<file path="src/rtl/ads_sample_avg.sv">
// ads_sample_avg: block-averages signed ADS1115 conversion results and presents
// each average on a valid/ready port, with min/max tracking, a hysteresis
// alarm and a sticky overrun flag for results lost to backpressure.
module ads_sample_avg #(
    parameter int unsigned        AVG_LOG2  = 2,
    parameter logic signed [15:0] THRESH_HI = 16'sd16000,
    parameter logic signed [15:0] THRESH_LO = 16'sd15000
) (
    input  logic               clk,
    input  logic               reset,
    input  logic               sample_valid,
    input  logic [15:0]        sample_data,
    input  logic               clear,
    output logic               avg_valid,
    input  logic               avg_ready,
    output logic [15:0]        avg_data,
    output logic signed [15:0] avg_min,
    output logic signed [15:0] avg_max,
    output logic               alarm,
    output logic               overrun
);

    localparam int unsigned DATA_W     = 16;
    localparam int unsigned ACC_W      = DATA_W + AVG_LOG2;
    localparam int unsigned CNT_W      = (AVG_LOG2 == 0) ? 1 : AVG_LOG2;
    localparam int unsigned BLOCK_LAST = (1 << AVG_LOG2) - 1;

    typedef enum logic {
        EMPTY = 1'b0,
        FULL  = 1'b1
    } out_state_e;

    out_state_e              state, state_nxt;
    logic signed [ACC_W-1:0] acc, acc_nxt;
    logic [CNT_W-1:0]        count, count_nxt;

    logic signed [DATA_W-1:0] sample_s;
    logic signed [ACC_W-1:0]  sample_ext;
    logic signed [ACC_W-1:0]  sum;
    logic signed [ACC_W-1:0]  sum_shift;
    logic signed [DATA_W-1:0] result;
    logic                     block_done;
    logic                     result_load;
    logic                     overrun_set;

    // Sign-extend the incoming sample and form the block sum and its floor average
    always_comb begin
        sample_s   = sample_data;
        sample_ext = ACC_W'(sample_s);
        sum        = acc + sample_ext;
        sum_shift  = sum >>> AVG_LOG2;
        result     = DATA_W'(sum_shift);
        block_done = sample_valid && (count == CNT_W'(BLOCK_LAST));
        result_load = block_done && !clear;
    end

    // Accumulator and sample counter next-state; clear discards any coincident sample
    always_comb begin
        acc_nxt   = acc;
        count_nxt = count;
        if (clear) begin
            acc_nxt   = '0;
            count_nxt = '0;
        end else if (block_done) begin
            acc_nxt   = '0;
            count_nxt = '0;
        end else if (sample_valid) begin
            acc_nxt   = sum;
            count_nxt = count + CNT_W'(1);
        end
    end

    // Output handshake next-state; a new result always leaves the slot FULL
    always_comb begin
        state_nxt   = state;
        overrun_set = 1'b0;
        if (clear) begin
            state_nxt = EMPTY;
        end else begin
            case (state)
                EMPTY: begin
                    if (result_load) state_nxt = FULL;
                end
                FULL: begin
                    if (result_load) begin
                        state_nxt   = FULL;
                        overrun_set = !avg_ready;
                    end else if (avg_ready) begin
                        state_nxt = EMPTY;
                    end
                end
                default: state_nxt = EMPTY;
            endcase
        end
    end

    // State, accumulator and counter registers
    always_ff @(posedge clk or negedge reset) begin
        if (!reset) begin
            state <= EMPTY;
            acc   <= '0;
            count <= '0;
        end else begin
            state <= state_nxt;
            acc   <= acc_nxt;
            count <= count_nxt;
        end
    end

    // Result, statistics, alarm and overrun registers
    always_ff @(posedge clk or negedge reset) begin
        if (!reset) begin
            avg_data <= 16'h0000;
            avg_min  <= 16'sh7FFF;
            avg_max  <= 16'sh8000;
            alarm    <= 1'b0;
            overrun  <= 1'b0;
        end else if (clear) begin
            avg_data <= 16'h0000;
            avg_min  <= 16'sh7FFF;
            avg_max  <= 16'sh8000;
            alarm    <= 1'b0;
            overrun  <= 1'b0;
        end else begin
            if (result_load) begin
                avg_data <= result;
                if (result < avg_min) avg_min <= result;
                if (result > avg_max) avg_max <= result;
                if (result >= THRESH_HI) begin
                    alarm <= 1'b1;
                end else if (result <= THRESH_LO) begin
                    alarm <= 1'b0;
                end
            end
            if (overrun_set) overrun <= 1'b1;
        end
    end

    assign avg_valid = (state == FULL);

endmodule

</file>
<file path="config.mk">
export PLATFORM = sky130hd
export DESIGN_NAME = ads_sample_avg
export DESIGN_NICKNAME = d
export VERILOG_FILES = /design/src/rtl/ads_sample_avg.sv
export SDC_FILE = /design/constraint.sdc
export NUM_CORES = 1
export LEC_CHECK = 0
export CORE_MARGIN = 8
export CORE_UTILIZATION = 30
export CTS_CLUSTER_SIZE = 16
export DETAILED_ROUTE_END_ITERATION = 16
export GPL_ROUTABILITY_DRIVEN = 0
export PLACE_DENSITY_LB_ADDON = 0.05
export SYNTH_ARGS = -nofsm -noshare
export SYNTH_HDL_FRONTEND = slang
export SYNTH_SLANG_ARGS = --single-unit
</file>
<file path="constraint.sdc">
create_clock -name clk -period 6.9 [get_ports clk]
set_input_delay 1.38 -clock clk [delete_from_list [all_inputs] [get_ports clk]]
set_output_delay 1.38 -clock clk [all_outputs]
set_load 0.02 [all_outputs]
</file>
==> flow_summary_export.csv, run 1 <==
group,metric,value,unit
logic_synthesis,synthSimpleGateAreaFrac,15.93,%
floorplan,die_w,142.1,um
grt,grt_overflow,0,
critical_path,regToRegEndpoint,"avg_max[8]$_DFFE_PN0P_",
layout,final_layout_size_suffix_gt1_share,12.34,%
clocking,cts.path.max_buffers,2,
logic_synthesis,synth-xor-area-share,3.333,%
logic_synthesis,ys_types,68,
logic_synthesis,synth_flop_cell,"dfrtp_1",
logic_synthesis,synth-compound-area-share,23.75,%
critical_path,worstPathArrival,6250,ps
floorplan,die_h,142.1,um
clocking,clk_pin_slew,70,ps
floorplan,pin_count,72,
logic_synthesis,syn_nets,592,
logic_synthesis,netlist_area,0.004767,mm^2
critical_path,r2r-start,"acc[0]$_DFFE_PN0P_",
critical_path,cp-end-kind,"flop",
routing,drc,0,
logic_synthesis,seq_area_frac_synth,37.69,%
timing,timing.final.crit_share,86.79,%
routing,routedWlPerCell,19.74,um
clocking,cts-htree-levels,3,
floorplan,initial_core_util,30.34,%
status,outcome,"completed",
logic_synthesis,postSynthAreaPerCell,9.080,um^2
grt,grt_max_degree,72,
logic_synthesis,synth-seq-cells,71,
logic_synthesis,synthMuxAreaShare,0.4462,%
layout,stdcell_count,824,
hold_path,hold_path.class,"flop to flop",
clocking,insertion_delay,350,ps
routing,antenna_left,0,
critical_path,crit_type,"primary input to flop",
pwr,seq_power_share,28.6,%
logic_synthesis,synth_edf_count,0,
pwr,p_per_area,257.5,mW/mm^2
place,io_buffers,71,
timing,holdWs,485.5,ps
flow_run,drv_cap,0,
critical_path,reg2reg_depth,19,
routing,vias_per_cell,5.188,
pwr,p_sw,567.5,uW
timing,period_needed,5988,ps
logic_synthesis,synth_most_common_cell,"dfrtp_1",
place,dpl.hpwl,11610,um
timing,tightest_slew,994.9,ps
hold_path,whs_endpoint,"acc[11]$_DFFE_PN0P_",
clocking,tritoncts,"built",
timing,setup_tns,0,ps
grt,grt_pass1_vias,4374,
timing,fmaxAchievable,0.1670,GHz
place,placedInstanceArea,0.005793,mm^2
clocking,numCtsBuffers,9,
logic_synthesis,netlist.top_cell.by_area,"dfrtp_1",
layout,final_cell_area,0.006140,mm^2
pwr,ir_drop,0.0001265,V
clocking,cts.sinks,71,
critical_path,crit_required,7160,ps
layout,diodes,0,
clocking,post_cts_resized,0,
clocking,postCtsSetupBuffers,0,
clocking,cts_root_buf,"clkbuf_16",
critical_path,rrSetupSlack,2050,ps
logic_synthesis,synth_fa_ha_area_share,12.91,%
pwr,p_int,1014,uW
pwr,clockPowerShare,35.4,%
pwr,p_leak,0.002684,uW
routing,routed_wl,16270,um
grt,grt_pass1_wl,25170,um
timing,fin_skew,8.465,ps
hold_path,hold_depth,2,
routing,via_count,4275,
timing,rsz0062_at_grt,"no",
timing,final_max_slew_viol_count,0,
pwr,p_sw_share,35.89,%
timing,hold_viol_final,0,
logic_synthesis,ys_warn_count,0,
timing,report.final.setup_viol,0,
routing,drt_iter0_drc,301,
critical_path,worstSetupStartpointType,"primary input",
place,placedCellCount,808,
logic_synthesis,synth_top_family_by_area,"compound AO/OA/AOI/OAI gates",
pwr,combPwrFrac,36.0,%
timing,slew_headroom,33.67,%
routing,first_pass_iters,5,
critical_path,cp_max_fo,10,
floorplan,core_area,0.01571,mm^2
clocking,postCtsHoldBufs,0,
logic_synthesis,synth_cells,525,
floorplan,rows,46,
grt,antenna_found_initial,0,
layout,nNetsFinal,670,
layout,syn_to_final_growth,28.79,%
logic_synthesis,netlist_top_cells_count,"dfrtp_1, nand2_1, ha_1, inv_1, a21oi_1",
hold_path,min-delay-start,"acc[11]$_DFFE_PN0P_",
layout,nFillCells,1619,
floorplan,dieArea,0.02018,mm^2
logic_synthesis,synthTopCellsByArea,"dfrtp_1, ha_1, dfstp_2",
logic_synthesis,ys_async_sr_fraction,100.0,%
logic_synthesis,synth_top_area_share,28.87,%
grt,grt_usage,16.44,%
## critical path, stage by stage
cell             delay (ps)
clkdlybuf4s50_1         460
ha_1                    160
inv_1                    50
fa_1                    390
nor2b_1                 180
o211ai_1                160
a21boi_1                350
o21ai_0                 210
a2111oi_0               440
a311o_1                 350
ha_1                    190
and3_1                  200
nand4_1                 230
a2111oi_0               360
nor2_1                   90
a211o_1                 250
o211ai_1                270
buf_4                   280
nand3_1                  80
a21oi_1                 150
## sequential cells by signal, indices dropped and copies added (netlist names)
| register | flops |
|---|---|
| overrun | 1 |
| count | 2 |
| avg_valid | 1 |
| avg_data | 16 |
| avg_max | 16 |
| alarm | 1 |
| acc | 18 |
| avg_min | 16 |
## metal layers
layer  vias up  routed length, um  GRT usage (%)
met5         -                  0              0
met3        21                742          3.589
met2        92               7735          26.45
met4         0                343          7.123
met1      2101               7446          20.78
li1       2061                  -              -
## cells by family after synthesis
family	Yosys count
xor gates and xnor gates	15
muxes	2
buffers and inverters	70
AOI/OAI and AO/OA	165
DFF	71
adders and majority gates	49
and+or+nand+nor	153
## final cells by class
class | count | area, um^2 | share of cell area (%)
Clock buffer | 9 | 225.2 | 3.668
Clock inverter | 7 | 121.4 | 1.977
Tap cell | 216 | 270.3 | 4.402
Sequential cell | 71 | 1797 | 29.26
Multi-Input combinational cell | 384 | 2693 | 43.86
Timing Repair Buffer | 93 | 868.3 | 14.14
Inverter | 44 | 165.2 | 2.690
## cell usage in the layout, fill, tap and decap left out, drive strengths merged, types with 8 or more instances in the layout
cell type      synthesis  layout
a211o                  9       9
a211oi                10      10
a21oi                 45      45
a22o                  12      12
buf                    8      24
clkbuf                18       9
clkdlybuf4s50          0      69
dfrtp                 55      55
dfstp                 16      16
ha                    45      45
inv                   44      44
nand2                 46      46
nand3                 19      19
nand4                  8       8
nor2                  26      26
nor3                  13      13
o211ai                12      12
o21ai                 39      39
xnor2                  8       8
## power by group through the flow
stage	Clock (uW)	Sequential, uW	Combinational, uW
after floorplan	0	460	334
after global placement	0	459	571
after detailed placement	0	460	574
after CTS	567	452	578
after global routing	583	455	634
final	560	452	569
## worst max path at each step
stage          slack (ps)                      to      startpoint  cells past startpoint
2_1_floorplan        1710  avg_max[9]$_DFFE_PN0P_  sample_data[0]                     20
3_3_place_gp          750  avg_max[5]$_DFFE_PN0P_  sample_data[0]                     20
3_5_place_dp          590  avg_max[8]$_DFFE_PN0P_  sample_data[0]                     21
4_1_cts               940  avg_max[8]$_DFFE_PN0P_  sample_data[0]                     21
5_1_grt               430  avg_max[8]$_DFFE_PN0P_  sample_data[0]                     21
6_report              910  avg_max[8]$_DFFE_PN0P_  sample_data[0]                     20
## stage by stage
stage	total power, uW	util [%]	setup slack [ps]
floorplan	794.7	-	1714
global placement	1030	36.87	751.6
detailed placement	1033	36.87	592.3
CTS	1598	39.07	939.9
global route	1672	39.07	430.4
finish	1581	39.07	911.7
No activity file was read; power rests on OpenSTA's default activity.
==> run 2, diff against run 1 <==
Settings changed: CTS_BUF_LIST set to sky130_fd_sc_hd__clkbuf_2.
==> run 2 against run 1 <==
Maximum frequency rose by 4.3%. Global-route usage barely moved. Critical path depth did not move. Routed wire length fell by 0.23%. Via count fell by 0.56%. Power fell by 14%. Non-clock buffer count did not move. Clock power fell by 40%.
==> flow_summary_export.csv, run 2 (synthesized netlist as in run 1, its figures left out) <==
group,metric,value,unit
grt,grt_overflow,0,
critical_path,r2r-start,"acc[0]$_DFFE_PN0P_",
clocking,numCtsBuffers,9,
layout,final_common_cell,"clkdlybuf4s50_1",
clocking,postCtsHoldBufs,0,
routing,vias_per_cell,5.153,
floorplan,rows,46,
place,io_buffers,71,
pwr,ir_drop,0.00008544,V
floorplan,initial_core_util,30.34,%
routing,via_count,4251,
clocking,clk_pin_slew,260,ps
pwr,finalPower,1358,uW
grt,grt_pass1_wl,25160,um
timing,timing.final.crit_share,83.24,%
grt,busiest_layer,"met2",
critical_path,crit_required,7400,ps
timing,fin_skew,37.78,ps
layout,largest_register_ffs,18,
critical_path,worstSetupStartpointType,"primary input",
clocking,cts-htree-levels,3,
clocking,cts.path.max_buffers,2,
flow_run,drv_cap,0,
layout,final_cell_mix,"clkdlybuf4s50_1, dfrtp_1, nand2_1, ha_1, inv_1",
floorplan,die_w,142.1,um
grt,grt_pass1_vias,4385,
timing,slew_headroom,30.66,%
layout,syn_to_final_growth,25.07,%
critical_path,cp-end-kind,"flop",
clocking,post_cts_resized,0,
grt,grt_use_met2,26.91,%
floorplan,dieArea,0.02018,mm^2
floorplan,core_area,0.01571,mm^2
layout,stdcell_count,825,
hold_path,hold_path.class,"flop to flop",
timing,holdWs,526.6,ps
clocking,cts.sinks,71,
routing,first_pass_iters,4,
pwr,p_per_area,227.8,mW/mm^2
critical_path,worstPathArrival,6240,ps
critical_path,startpoint,"sample_data[0]",
clocking,tritoncts,"built",
routing,routedWlPerCell,19.67,um
place,placedCellCount,808,
critical_path,cp_max_fo,10,
floorplan,pin_count,72,
routing,drt_iter0_drc,324,
grt,met1_usage,20.69,%
timing,tightest_slew,1036,ps
timing,period_needed,5743,ps
layout,final_layout_size_suffix_gt1_share,12.34,%
layout,top_register,"acc",
timing,fmaxAchievable,0.1741,GHz
status,outcome,"completed",
routing,drc,0,
floorplan,die_h,142.1,um
timing,report.final.setup_viol,0,
layout,utilization,37.94,%
grt,grt_use_met3,3.489,%
grt,antenna_found_initial,1,
timing,setup_tns,0,ps
place,dpl.hpwl,11610,um
timing,hold_viol_final,0,
routing,routed_wl,16230,um
clocking,cts_root_buf,"clkbuf_2",
hold_path,min-delay-start,"acc[11]$_DFFE_PN0P_",
critical_path,crit_type,"primary input to flop",
timing,final_max_slew_viol_count,0,
clocking,postCtsSetupBuffers,0,
routing,antenna_left,0,
grt,grt_usage,16.48,%
pwr,p_leak,0.002610,uW
grt,grt_max_degree,72,
layout,nNetsFinal,670,
clocking,insertion_delay,600,ps
timing,rsz0062_at_grt,"no",
[run 2: changes by cell type in the layout (fill, tap and decap cells not counted)]
cell,delta
clkbuf_16,-9
clkbuf_2,+9
diode_2,+1
[run 2: cell type report]
cell class / count / area (um^2)
Inverter: 44 / 165.2
Antenna cell: 1 / 2.502
Multi-Input combinational cell: 384 / 2693
Tap cell: 216 / 270.3
Clock buffer: 9 / 45.04
Fill cell: 1637 / 9751
Clock inverter: 7 / 121.4
Sequential cell: 71 / 1797
Timing Repair Buffer: 93 / 868.3
[run 2: path summary, 6_finish.rpt]
path	endpoint	slack [ps]	depth (start not counted)
setup / recovery	avg_max[8]$_DFFE_PN0P_	1160	20
min in group asynchronous	acc[16]$_DFFE_PN0P_	890	1
setup reg to reg	avg_max[8]$_DFFE_PN0P_	2000	19
max in group asynchronous	avg_min[15]$_DFFE_PN0P_	5330	1
hold / removal	acc[11]$_DFFE_PN0P_	530	2
hold reg to reg	acc[11]$_DFFE_PN0P_	530	2
[run 2: power breakdown]
group / switching [uW] / internal (uW) / total [uW]
clock network: 179 / 156 / 335
registers: 13.7 / 439 / 452
logic: 350 / 222 / 571
[run 2: per-stage QoR]
stage                     setup slack (ps)  cell area, um^2
after floorplan                       1714             4767
after global placement               751.6             5793
after detailed placement             592.3             5793
after CTS                             1247             5959
after global routing                 720.9             5962
final                                 1157             5962
[run 2: worst max-delay path, stage by stage]
cell and delay (ps):
clkdlybuf4s50_1 460, ha_1 160, inv_1 50, fa_1 390, nor2b_1 190, o211ai_1 160
a21boi_1 340, o21ai_0 210, a2111oi_0 440, a311o_1 350, ha_1 180, and3_1 200
nand4_1 230, a2111oi_0 370, nor2_1 100, a211o_1 250, o211ai_1 270, buf_4 280
nand3_1 80, a21oi_1 150
[run 2: metal layers]
layer,wire (um),share of wire [%]
met3,735,4.5
met5,0,0
met1,7411,46
met4,293,1.8
met2,7789,48
==> RTL edit 1, RTL diff (flow settings as in run 1) <==
Set the parameter `AVG_LOG2` to 4 (it was 2).
--- a/src/rtl/ads_sample_avg.sv
+++ b/src/rtl/ads_sample_avg.sv
@@ -2,7 +2,7 @@
 // each average on a valid/ready port, with min/max tracking, a hysteresis
 // alarm and a sticky overrun flag for results lost to backpressure.
 module ads_sample_avg #(
-    parameter int unsigned        AVG_LOG2  = 2,
+    parameter int unsigned        AVG_LOG2  = 4,
     parameter logic signed [15:0] THRESH_HI = 16'sd16000,
     parameter logic signed [15:0] THRESH_LO = 16'sd15000
 ) (
Check against the original RTL: not equivalent (Yosys sat finds a counterexample within 10 cycles, from zero or initial values and one cycle with reset low).
==> RTL edit 1 against run 1 <==
Die area rose by 1.7%; worst setup slack improved by 0.16 ns; area after synthesis increased by 1.9%; sequential cell count increased by 4; power decreased by 8.1%; wire length decreased by 15%; non-clock buffer count fell by 7; cell area up 0.10%; critical endpoint is now avg_min[0]; largest power group unchanged.
==> RTL edit 1: results (changes against run 1) <==
status - finished clean (unchanged)
Vias/cell - 4.82 (was 5.19)
Post-Layout Inst Area - 6150 um2 (was 6140 um2)
Rel. slew slack - 30.1% (was 33.7%)
clock group power - 0.463 mW (was 0.560 mW)
largest net degree at the start of global routing - 69 (was 72)
max FFs per register - 20 (was 18)
GRT met1 Usage - 19.2% (was 20.8%)
Fillers - 1,600 (was 1,619)
Worst IR Drop VDD - 0.105 mV (was 0.127 mV)
nets - 657 (was 670)
Synth area leaders - dfrtp_1 30%, ha_1 13%, dfstp_2 8.7%, mux2i_1 5.6%, nand2_1 4.2% (was dfrtp_1 29%, ha_1 12%, dfstp_2 8.8%, a21oi_1 4.3%, o21ai_0 4.0%)
global routing usage on met2 - 22.0% (was 26.5%)
Area after DPL - 5860 um2 (was 5790 um2)
mux cell area share after synthesis - 5.56% (was 0.446%)
Synth Area in Compound Gates - 18.1% (was 23.8%)
critical path arrival - 6.10 ns (was 6.25 ns)
clk_skew - 0.0116 ns (was 0.00846 ns)
Synth Area in Adders - 13.5% (was 12.9%)
Syn Nets - 580 (was 592)
Layout Cells excl Fill - 805 (was 824)
Power Total - 1.45 mW (was 1.58 mW)
GR Util All Layers - 14.2% (was 16.4%)
wl on met1 - 6.76 mm (was 7.45 mm)
combinational share of power - 35.7% (was 36.0%)
met2 WL post-DR - 6.31 mm (was 7.74 mm)
-- RTL edit 1: cell count changes after synthesis, moves of 7 or more --
| cell | delta |
|---|---|
| o21ai_0 | -22 |
| nand2b_1 | +11 |
| mux2i_1 | +26 |
| o21ai_1 | +9 |
| nand2_1 | +9 |
| a21oi_1 | -9 |
| nor3_1 | -7 |
| nor2_1 | +17 |
| nand3_1 | -10 |
| o211ai_1 | -10 |
-- RTL edit 1: path summary, 6_finish.rpt --
check	depth (start not counted)	to	from
min in group asynchronous	1	acc[13]	reset
worst min register to register	2	acc[2]	acc[2]
worst max-delay path	17	avg_min[0]	sample_data[0]
worst max register to register	16	avg_min[0]	acc[0]
max in group asynchronous	2	acc[6]	reset
worst min-delay path	2	acc[2]	acc[2]
-- RTL edit 1: area by class of cell --
type | instances | share of cell area (%)
sequential | 75 | 30.9
multi-input combinational | 371 | 44.3
timing repair buffer | 86 | 13.3
clock inverter | 7 | 0.977
clock buffer | 9 | 3.66
tap | 216 | 4.40
inverter | 41 | 2.50
==> RTL edit 2, RTL diff (settings of run 1) <==
Made on the original files. Reset style: synchronous (`reset`), changed in 2 clocked blocks.
--- a/src/rtl/ads_sample_avg.sv
+++ b/src/rtl/ads_sample_avg.sv
@@ -95,7 +95,7 @@
     end
 
     // State, accumulator and counter registers
-    always_ff @(posedge clk or negedge reset) begin
+    always_ff @(posedge clk) begin
         if (!reset) begin
             state <= EMPTY;
             acc   <= '0;
@@ -108,7 +108,7 @@
     end
 
     // Result, statistics, alarm and overrun registers
-    always_ff @(posedge clk or negedge reset) begin
+    always_ff @(posedge clk) begin
         if (!reset) begin
             avg_data <= 16'h0000;
             avg_min  <= 16'sh7FFF;
Formal check against the unedited RTL: not equivalent (a bounded check fails within 10 cycles, from zero or initial values and one cycle with reset low; the reset may be asserted at any time).
==> RTL edit 2 against run 1 <==
Wire length fell by 15%; critical path depth fell by 1; worst setup slack worse by 0.23 ns; area after synthesis shrank 6.2%; sequential cell count stayed put; cell count fell by 4.0%; cell area shrank 6.8%; first-iteration DRC count is 38% lower.
Power is not compared: it rests on default switching activity, and its combinational part moved more than twofold at a synthesized area within 25%.
==> RTL edit 2: results (changes against run 1) <==
Area after DPL - 5430 um2 (was 5790 um2)
Cells after Synth - 528 (was 525)
Vias/cell - 5.04 (was 5.19)
Syn Nets - 594 (was 592)
pre-CTS WS - 0.379 ns (was 0.592 ns)
wl on met1 - 6.58 mm (was 7.45 mm)
status - finished clean (unchanged)
Synth Area in Compound Gates - 21.7% (was 23.8%)
global routing usage on met2 - 23.5% (was 26.5%)
mux cell area share after synthesis - 6.80% (was 0.446%)
Crit Path Max Fanout - 9 (was 10)
post-synthesis async set-or-reset flop share - 0% (was 100%)
critical path arrival - 6.48 ns (was 6.25 ns)
dpl hpwl - 10.5 mm (was 11.6 mm)
Synth area leaders - dfxtp_1 32%, ha_1 12%, mux2i_1 6.5%, a21oi_1 4.8%, nand2_1 4.4% (was dfrtp_1 29%, ha_1 12%, dfstp_2 8.8%, a21oi_1 4.3%, o21ai_0 4.0%)
r2r startpoint - acc[10] (was acc[0])
GR Util All Layers - 14.4% (was 16.4%)
M3 GR Usage - 2.91% (was 3.59%)
Min-Delay Endpoint - avg_data[3] (was acc[11])
Initial DRT Pass Iterations - 4 (was 5)
RR Endpoint - avg_max[10] (was avg_max[8])
slowest CP cell - a2111oi_0 (was clkdlybuf4s50_1)
number of global-route vias before repair - 3,985 (was 4,374)
GRT met1 Usage - 18.3% (was 20.8%)
Synth Area in Adders - 13.2% (was 12.9%)
largest net degree at the start of global routing - 27 (was 72)
final WL - 13.8 mm (was 16.3 mm)
Layout Cells excl Fill - 791 (was 824)
number of DRC markers in iteration 0 - 188 (was 301)
Cell variety after synth - 66 (was 68)
register area share after synthesis - 31.8% (was 37.7%)
Placed Cells incl. Taps - 775 (was 808)
[RTL edit 2: power breakdown]
group / total [mW] / internal [mW] / switching [mW] / leakage, nW
Sequential: 0.419 / 0.415 / 0.00316 / 0.574
Clock: 0.465 / 0.283 / 0.183 / 0.145
Combinational: 0.226 / 0.0893 / 0.137 / 1.76
Total: 1.11 / 0.787 / 0.323 / 2.48
[RTL edit 2: worst max-delay path by stage]
stage / start / endpoint / cells after the start
6_report: sample_data[1] / avg_max[10] / 19
5_1_grt: sample_data[1] / avg_max[11] / 19
4_1_cts: sample_data[1] / avg_max[10] / 19
3_5_place_dp: sample_data[1] / avg_max[10] / 19
3_3_place_gp: sample_data[1] / avg_max[9] / 19
2_1_floorplan: sample_data[10] / avg_max[9] / 19
[RTL edit 2: cell type report]
class                           instances  area [um2]
Fill cell                            1538        8810
Multi-Input combinational cell        390        2770
Sequential cell                        71        1420
Timing Repair Buffer                   88         851
Clock buffer                           14         284
Tap cell                              184         230
Inverter                               42         158
Clock inverter                          2        12.5
